**config.mk**
```make
export PLATFORM = sky130hd
export DESIGN_NAME = alu_check_monitor
export DESIGN_NICKNAME = d
export VERILOG_FILES = /design/src/rtl/alu_check_monitor.sv
export SDC_FILE = /design/constraint.sdc
export NUM_CORES = 1
export LEC_CHECK = 0
export ABC_AREA = 1
export BUFFER_PORTS_ARGS = -buffer_cell sky130_fd_sc_hd__buf_2
export CORE_UTILIZATION = 45
export CTS_CLUSTER_DIAMETER = 30
export DETAILED_ROUTE_END_ITERATION = 16
export GPL_ROUTABILITY_DRIVEN = 0
export PLACE_DENSITY = 0.64
export SYNTH_ARGS = -nofsm -noshare
export SYNTH_HDL_FRONTEND = slang
export SYNTH_SLANG_ARGS = --single-unit
```
**constraint.sdc**
```tcl
create_clock -name clk_i -period 5.2 [get_ports clk_i]
set_input_delay 0.52 -clock clk_i [delete_from_list [all_inputs] [get_ports clk_i]]
set_output_delay 0.52 -clock clk_i [all_outputs]
set_load 0.01 [all_outputs]
```
**src/rtl/alu_check_monitor.sv**
```systemverilog
// Self-checking monitor for a 32-bit ALU command interface.
// It recomputes each observed transaction with a golden model, counts checks and mismatches,
// and freezes the first failing transaction for debug.
// Pipeline: accept -> S1 (capture) -> S2 (golden/compare) -> counters (accept + 2).
module alu_check_monitor #(
  parameter int unsigned WIDTH       = 32,
  parameter int unsigned CNT_W       = 16,
  parameter bit          HALT_ON_ERR = 1'b1
) (
  input  logic             clk_i,
  input  logic             rst_ni,
  input  logic             clear_i,
  input  logic             in_valid_i,
  output logic             in_ready_o,
  input  logic [2:0]       command_i,
  input  logic [WIDTH-1:0] a_i,
  input  logic [WIDTH-1:0] b_i,
  input  logic [WIDTH-1:0] result_i,
  input  logic             carryout_i,
  input  logic             overflow_i,
  input  logic             zero_i,
  output logic [CNT_W-1:0] chk_count_o,
  output logic [CNT_W-1:0] err_count_o,
  output logic             err_valid_o,
  output logic [2:0]       err_command_o,
  output logic [WIDTH-1:0] err_a_o,
  output logic [WIDTH-1:0] err_b_o,
  output logic [WIDTH-1:0] err_result_o,
  output logic [WIDTH-1:0] err_expected_o,
  output logic             halted_o
);

  localparam logic [2:0] CmdAdd  = 3'd0;
  localparam logic [2:0] CmdSub  = 3'd1;
  localparam logic [2:0] CmdXor  = 3'd2;
  localparam logic [2:0] CmdSlt  = 3'd3;
  localparam logic [2:0] CmdAnd  = 3'd4;
  localparam logic [2:0] CmdNand = 3'd5;
  localparam logic [2:0] CmdOr   = 3'd6;
  localparam logic [2:0] CmdNor  = 3'd7;

  localparam logic [CNT_W-1:0] CntOne = CNT_W'(1);

  typedef enum logic [1:0] {StRun, StDrain, StHalt} state_e;

  state_e state_q, state_d;

  // Stage S1: raw transaction as observed
  logic             s1_valid_q;
  logic [2:0]       s1_cmd_q;
  logic [WIDTH-1:0] s1_a_q, s1_b_q, s1_res_q;
  logic             s1_co_q, s1_ov_q, s1_z_q;

  // Stage S2: compare outcome plus what the capture needs
  logic             s2_valid_q;
  logic             s2_mis_q;
  logic [2:0]       s2_cmd_q;
  logic [WIDTH-1:0] s2_a_q, s2_b_q, s2_res_q, s2_exp_q;

  logic [CNT_W-1:0] chk_count_q, chk_count_d;
  logic [CNT_W-1:0] err_count_q, err_count_d;
  logic             err_valid_q, err_valid_d;
  logic             capture;

  logic             accept;
  logic             is_sub, is_arith;
  logic [WIDTH-1:0] b_op;
  logic [WIDTH:0]   sum_w;
  logic             ov_exp;
  logic [WIDTH-1:0] exp_r;
  logic             mismatch;

  assign in_ready_o = (state_q == StRun);
  assign halted_o   = (state_q == StHalt);
  // clear discards a same-cycle handshake
  assign accept     = in_valid_i && in_ready_o && !clear_i;

  // Golden model and comparison on the S1 contents
  always_comb begin
    is_sub   = (s1_cmd_q == CmdSub);
    is_arith = (s1_cmd_q == CmdAdd) || is_sub;
    b_op     = is_sub ? ~s1_b_q : s1_b_q;
    sum_w    = {1'b0, s1_a_q} + {1'b0, b_op} + {{WIDTH{1'b0}}, is_sub};
    ov_exp   = (s1_a_q[WIDTH-1] == b_op[WIDTH-1]) && (sum_w[WIDTH-1] != s1_a_q[WIDTH-1]);
    exp_r    = '0;
    unique case (s1_cmd_q)
      CmdAdd, CmdSub: exp_r = sum_w[WIDTH-1:0];
      CmdXor:         exp_r = s1_a_q ^ s1_b_q;
      CmdSlt:         exp_r[0] = ($signed(s1_a_q) < $signed(s1_b_q));
      CmdAnd:         exp_r = s1_a_q & s1_b_q;
      CmdNand:        exp_r = ~(s1_a_q & s1_b_q);
      CmdOr:          exp_r = s1_a_q | s1_b_q;
      CmdNor:         exp_r = ~(s1_a_q | s1_b_q);
      default:        exp_r = '0;
    endcase
    // carry/overflow are don't-care outside ADD/SUB
    mismatch = s1_valid_q &&
               ((s1_res_q != exp_r) || (s1_z_q != (exp_r == '0)) ||
                (is_arith && ((s1_co_q != sum_w[WIDTH]) || (s1_ov_q != ov_exp))));
  end

  // Run/drain/halt control: halting waits for in-flight work to be counted
  always_comb begin
    state_d = state_q;
    unique case (state_q)
      StRun:   if (HALT_ON_ERR && mismatch) state_d = StDrain;
      StDrain: if (!s1_valid_q && !s2_valid_q) state_d = StHalt;
      StHalt:  state_d = StHalt;
      default: state_d = StRun;
    endcase
    if (clear_i) state_d = StRun;
  end

  // Saturating counters and first-error capture, driven from S2
  always_comb begin
    chk_count_d = chk_count_q;
    err_count_d = err_count_q;
    err_valid_d = err_valid_q;
    capture     = 1'b0;
    if (s2_valid_q) begin
      if (chk_count_q != '1) chk_count_d = chk_count_q + CntOne;
      if (s2_mis_q) begin
        if (err_count_q != '1) err_count_d = err_count_q + CntOne;
        if (!err_valid_q) begin
          err_valid_d = 1'b1;
          capture     = 1'b1;
        end
      end
    end
    if (clear_i) begin
      chk_count_d = '0;
      err_count_d = '0;
      err_valid_d = 1'b0;
      capture     = 1'b0;
    end
  end

  // State, counters and pipeline valids
  always_ff @(posedge clk_i or negedge rst_ni) begin
    if (!rst_ni) begin
      state_q     <= StRun;
      chk_count_q <= '0;
      err_count_q <= '0;
      err_valid_q <= 1'b0;
      s1_valid_q  <= 1'b0;
      s2_valid_q  <= 1'b0;
    end else begin
      state_q     <= state_d;
      chk_count_q <= chk_count_d;
      err_count_q <= err_count_d;
      err_valid_q <= err_valid_d;
      s1_valid_q  <= accept;
      s2_valid_q  <= s1_valid_q && !clear_i;
    end
  end

  // Pipeline data: S1 loads on accept, S2 loads whenever S1 holds a transaction
  always_ff @(posedge clk_i or negedge rst_ni) begin
    if (!rst_ni) begin
      s1_cmd_q <= '0;
      s1_a_q   <= '0;
      s1_b_q   <= '0;
      s1_res_q <= '0;
      s1_co_q  <= 1'b0;
      s1_ov_q  <= 1'b0;
      s1_z_q   <= 1'b0;
      s2_mis_q <= 1'b0;
      s2_cmd_q <= '0;
      s2_a_q   <= '0;
      s2_b_q   <= '0;
      s2_res_q <= '0;
      s2_exp_q <= '0;
    end else begin
      if (accept) begin
        s1_cmd_q <= command_i;
        s1_a_q   <= a_i;
        s1_b_q   <= b_i;
        s1_res_q <= result_i;
        s1_co_q  <= carryout_i;
        s1_ov_q  <= overflow_i;
        s1_z_q   <= zero_i;
      end
      if (s1_valid_q) begin
        s2_mis_q <= mismatch;
        s2_cmd_q <= s1_cmd_q;
        s2_a_q   <= s1_a_q;
        s2_b_q   <= s1_b_q;
        s2_res_q <= s1_res_q;
        s2_exp_q <= exp_r;
      end
    end
  end

  // First-error capture; cleared only by clear or reset
  always_ff @(posedge clk_i or negedge rst_ni) begin
    if (!rst_ni) begin
      err_command_o  <= '0;
      err_a_o        <= '0;
      err_b_o        <= '0;
      err_result_o   <= '0;
      err_expected_o <= '0;
    end else if (clear_i) begin
      err_command_o  <= '0;
      err_a_o        <= '0;
      err_b_o        <= '0;
      err_result_o   <= '0;
      err_expected_o <= '0;
    end else if (capture) begin
      err_command_o  <= s2_cmd_q;
      err_a_o        <= s2_a_q;
      err_b_o        <= s2_b_q;
      err_result_o   <= s2_res_q;
      err_expected_o <= s2_exp_q;
    end
  end

  assign chk_count_o = chk_count_q;
  assign err_count_o = err_count_q;
  assign err_valid_o = err_valid_q;

endmodule

```
==> impl_metrics.ini, run 1 <==
[yosys]
synth_ff_type = dfrtp_1
synth.largest_area_cell = dfrtp_1
yosys.cell_types.count = 52
syn_area_per_cell_um2 = 7.87
yosysWarnings = 0
synth_edf_count = 0
yosysSeqAreaShare_pct = 45.7
syn_area_um2 = 22000
ys_ff_latch = 402
syn-num-nets = 3039
async_reset_ff_share_pct = 100
synthCells = 2794
synth_area_leaders = dfrtp_1 (46%), nand2_1 (11%), inv_1 (9.0%), ha_1 (7.9%), o21ai_0 (6.7%)
yosysTopAreaCellShare_pct = 45.7

[min_path]
min_path_type = in -> async

[placed_design]
place_inst = 3591
port_buffers = 271
dpl.hpwl_um = 48700

[timing]
fin_tns_setup_ns = 0
hold_ws_ns = -0.0402
final_hold_viol_count = 24
worst_pin_slew_ns = 1.03
slew_headroom_pct = 31.0
setup_violations = 0
period_needed_ns = 4.49
slew_violations = 0
max_freq_mhz = 223
finalCritPeriodShare_pct = 86.4
skew_ns = 0.0219
rsz0062_at_grt = no

[pwr]
leakagePower_nw = 13.8
ir_drop_mv = 0.268
powerDensity_nw_per_um2 = 715

[setup_path]
start_kind = register
critical_path_required_ns = 5.70
r2r_slack_ns = 0.71
end_kind = register
cp_data_arrival_time_ns = 4.99
crit_path_max_fanout = 24
criticalPathCategory = reg -> reg

[cells_and_area]
regArea_um2 = 10100
fillCellCount = 4421
syn2layout_area_growth_pct = 23.5
finalNonFillerCells = 3763
multi_input_area_um2 = 9470
layout-drive-gt1-share_pct = 15.9
final_cell_mix = nand2_1 (666), inv_1 (529), dfrtp_1 (401)
nets = 3315
antenna_cells = 0
layout_commonest_cell = nand2_1

[detailed_routing]
routed_wirelength_um = 67200
drc = 0
initialDrtViolationCount = 1613
via_per_inst = 5.22
post_drt_wl_per_cell_um = 17.9
first_pass_iters = 8
ant_nets = 0
vias = 19700

[global_route]
grt_pass1_vias = 19600
grt.total_usage_pct = 27.3
grt_max_degree = 134
antenna_found_initial = 1
grt_overflow_total = 0
grt_pass1_wl_um = 106000

[floorplan]
die_w_um = 223
die_h_um = 223
fp-row-count = 80
die-area_um2 = 49800
start_util_pct = 45.9
coreArea_um2 = 47900
ios = 272

[status]
status = finished, violations left
violations = hold timing

[clock_network]
clk_pin_slew_ns = 0.05
post_cts_resized = 0
htreeDepth = 3
cts_buffers = 92
hold_buffers = 0
post_cts_buffers = 0
cts_sinks = 402
clock_latency_ns = 0.62
cts_root_buf = clkbuf_16
cts_tree = yes
clk_path_buf_depth = 3

[run]
drv_cap = 0
cell usage after synthesis (20+ instances only):
cell,instances
nor2_1,150
ha_1,138
nand2_1,666
a21oi_1,63
xor2_1,36
nand3_1,114
o21ai_0,295
nor3_1,20
o22ai_1,133
inv_1,529
clkbuf_1,76
dfrtp_1,402
metrics by stage:
stage | util (%) | total power [W] | instance area [um2] | hold slack, ns | worst slack [ns]
6_report | 56.7 | 0.0194 | 27200 | -0.0402 | 0.708
5_1_grt | 56.7 | 0.0208 | 27200 | 0.0312 | 0.300
4_1_cts | 56.7 | 0.0193 | 27200 | 0.00563 | 0.758
3_5_place_dp | 49.8 | 0.0133 | 23900 | 0.470 | 0.783
3_3_place_gp | 49.8 | 0.0131 | 23900 | 0.465 | 0.878
2_1_floorplan | - | 0.0107 | 22000 | 0.224 | 1.12
critical path, stage by stage (launching register included):
cell     delay [ns]
dfrtp_1        0.72
nor2_4         0.04
nand2_1        0.32
buf_4          0.45
xor2_1         0.13
ha_1           0.40
nand2_1        0.18
nor2_1         0.31
nand2_1        0.13
inv_1          0.07
nand2_1        0.04
and2_1         0.15
nand2_1        0.06
nand2_1        0.05
nand3_1        0.13
nand2_1        0.14
xnor2_1        0.17
nand3_1        0.09
nor2_1         0.10
nand3_1        0.10
nor2_1         0.12
nand2_1        0.13
nand2_2        0.10
nand2_2        0.07
nand3_1        0.07
nand2_1        0.06
cell type report:
type	count	share of cell area (%)
Clock buffer	123	9.92
Clock inverter	49	2.17
Inverter	538	7.47
Multi-Input combinational cell	1751	34.9
Sequential cell	402	37.0
Tap cell	615	2.83
Timing Repair Buffer	285	5.69
logic make-up after synthesis:
kind of cell | share of synthesized area (%)
buffers and inverters | 11.3
DFF | 45.7
and+or+nand+nor | 19.2
AOI/OAI and AO/OA | 14.3
adders and majority gates | 7.94
xor gates and xnor gates | 1.51
path summary, 6_finish.rpt:
check | startpoint | end | cells after the start
worst max-delay path | s1_cmd_q[2] | state_q[1] | 25
min in group clk_i | result_i[17] | s1_res_q[17] | 3
worst max register to register | s1_cmd_q[2] | state_q[1] | 25
max in group asynchronous | rst_ni | s1_b_q[17] | 2
worst min-delay path | rst_ni | chk_count_o[2] | 1
worst min register to register | s1_res_q[26] | s2_res_q[26] | 2
routing by layer:
layer / routed length [um] / global-route usage (%) / vias up / share of wire [%]
met5: 13 / 0 / - / 0.019
met4: 2460 / 11.5 / 2 / 3.7
met3: 3810 / 5.12 / 147 / 5.7
met2: 32200 / 44.8 / 640 / 48
met1: 28700 / 35.2 / 9402 / 43
li1: - / - / 9468 / -
power by group:
group | switching [W] | internal [W] | total [W]
sequential | 0.000771 | 0.00405 | 0.00482
combinational | 0.00589 | 0.00274 | 0.00863
clock | 0.00184 | 0.00412 | 0.00596
total | 0.00850 | 0.0109 | 0.0194
Power figures use the tool's default switching activity.
==> inputs of run 2 (changes only) <==
--- a/config.mk
+++ b/config.mk
@@ -9,9 +9,11 @@
 export BUFFER_PORTS_ARGS = -buffer_cell sky130_fd_sc_hd__buf_2
 export CORE_UTILIZATION = 45
 export CTS_CLUSTER_DIAMETER = 30
+export CTS_CLUSTER_SIZE = 28
 export DETAILED_ROUTE_END_ITERATION = 16
 export GPL_ROUTABILITY_DRIVEN = 0
 export PLACE_DENSITY = 0.64
+export RECOVER_POWER = 25
 export SYNTH_ARGS = -nofsm -noshare
 export SYNTH_HDL_FRONTEND = slang
 export SYNTH_SLANG_ARGS = --single-unit
==> impl_metrics.ini, run 2 (synthesis gave the netlist of run 1 again) <==
[detailed_routing]
post_drt_wl_per_cell_um = 17.9
first_pass_iters = 6
ant_nets = 0
routed_wirelength_um = 67300
via_per_inst = 5.24
drc = 0
vias = 19700
initialDrtViolationCount = 1614

[clock_network]
clock_latency_ns = 0.62
cts_buffers = 92
htreeDepth = 3
clk_pin_slew_ns = 0.05
cts_root_buf = clkbuf_16
cts_sinks = 402
cts_tree = yes
hold_buffers = 0
post_cts_resized = 0
post_cts_buffers = 0
clk_path_buf_depth = 3

[min_path]
min_path_type = in -> reg
min_path_cells = 3

[placed_design]
pre_cts_slack_ns = 0.783
dpl.hpwl_um = 48700
port_buffers = 271

[floorplan]
die_w_um = 223
die-area_um2 = 49800
ios = 272
coreArea_um2 = 47900
die_h_um = 223
fp-row-count = 80
start_util_pct = 45.9

[cells_and_area]
antenna_cells = 0
layout_commonest_cell = nand2_1
syn2layout_area_growth_pct = 23.4
final_cell_mix = nand2_1 (666), inv_1 (529), dfrtp_1 (401)
nets = 3315
layout-drive-gt1-share_pct = 15.9
multi_input_area_um2 = 9470
regArea_um2 = 10100
fillCellCount = 4425

[timing]
fin_tns_setup_ns = 0
finalCritPeriodShare_pct = 86.4
setup_violations = 0
slew_violations = 366
period_needed_ns = 4.49
max_freq_mhz = 223
rsz0062_at_grt = no
slew_headroom_pct = -110
skew_ns = 0.0223
worst_pin_slew_ns = 3.15
finalWorstSetupSlack_ns = 0.708
final_hold_viol_count = 0

[global_route]
grt_pass1_vias = 19600
grt_pass1_wl_um = 106000
grt_max_degree = 134
grt.total_usage_pct = 27.3
grt_overflow_total = 0
antenna_found_initial = 1

[setup_path]
crit_top_cell = nand2_1
worst_path_max_delay_cell = dfrtp_1
path_buf_inv = 2
cp_data_arrival_time_ns = 4.99
criticalPathCategory = reg -> reg
slowest_delay_ns = 0.72
end_kind = register
path_depth = 25
cpLargestDelayFamily = simple AND/OR/NAND/NOR gates
r2r_cells = 25
start_kind = register
critical_path_required_ns = 5.70
crit_path_max_fanout = 24

[pwr]
ir_drop_mv = 0.268
powerDensity_nw_per_um2 = 716
total_power_w = 0.0194
leakagePower_nw = 13.8

[status]
violations = capacitance limit, slew limit
status = finished, violations left

[run]
drv_cap = 3
[run 2: changes by cell type in the layout (fill, tap and decap cells not counted), sizes merged]
cell,change
buf,-4
clkbuf,+4
[run 2: metrics by stage]
step	utilization [%]	cell area, um2	hold slack (ns)	instances
5_1_grt	56.6	27100	0.0844	3763
3_3_place_gp	49.8	23900	0.465	3591
4_1_cts	56.7	27200	0.00563	3763
6_report	56.6	27100	0.0973	3763
3_5_place_dp	49.8	23900	0.470	3591
2_1_floorplan	-	22000	0.224	2794
[run 2: area by class of cell]
| class | count | area share, % |
|---|---|---|
| clock buffer | 123 | 9.93 |
| clock inverter | 49 | 2.17 |
| inverter | 538 | 7.48 |
| multi-input combinational | 1751 | 34.9 |
| sequential | 402 | 37.1 |
| tap | 615 | 2.84 |
| timing repair buffer | 285 | 5.56 |
[run 2: final timing paths]
| check | endpoint | slack [ns] | startpoint |
|---|---|---|---|
| min reg2reg | s2_res_q[11] | 0.49 | s1_res_q[11] |
| min | s1_res_q[17] | 0.1 | result_i[17] |
| min in group asynchronous | chk_count_o[2] | 0.86 | rst_ni |
| max reg2reg | state_q[1] | 0.71 | s1_cmd_q[2] |
| max in group asynchronous | s2_b_q[17] | 1.01 | rst_ni |
| max | state_q[1] | 0.71 | s1_cmd_q[2] |
[run 2: power breakdown]
group,switching (W),internal (W),leakage [nW],total (W)
Clock,0.00184,0.00412,1.59,0.00596
Combinational,0.00589,0.00274,6.91,0.00863
Sequential,0.000772,0.00405,5.29,0.00482
[run 2: routing by layer]
| layer | vias to the layer above | GRT usage [%] | wire, um |
|---|---|---|---|
| li1 | 9463 | - | - |
| met1 | 9470 | 35.2 | 28900 |
| met2 | 656 | 44.8 | 32200 |
| met3 | 141 | 5.12 | 3840 |
| met4 | 2 | 11.5 | 2470 |
| met5 | - | 0 | 13 |
[run 2: worst reg2reg max path, stage by stage, from the launching register on]
cell and delay [ns]:
dfrtp_1 0.72, nor2_4 0.05, nand2_1 0.32, buf_4 0.45, xor2_1 0.16, ha_1 0.39
nand2_1 0.18, nor2_1 0.30, nand2_1 0.13, inv_1 0.07, nand2_1 0.04, and2_1 0.15
nand2_1 0.06, nand2_1 0.05, nand3_1 0.12, nand2_1 0.14, xnor2_1 0.18, nand3_1 0.10
nor2_1 0.10, nand3_1 0.11, nor2_1 0.13, nand2_1 0.14, nand2_2 0.11, nand2_2 0.07
nand3_1 0.07, nand2_1 0.06
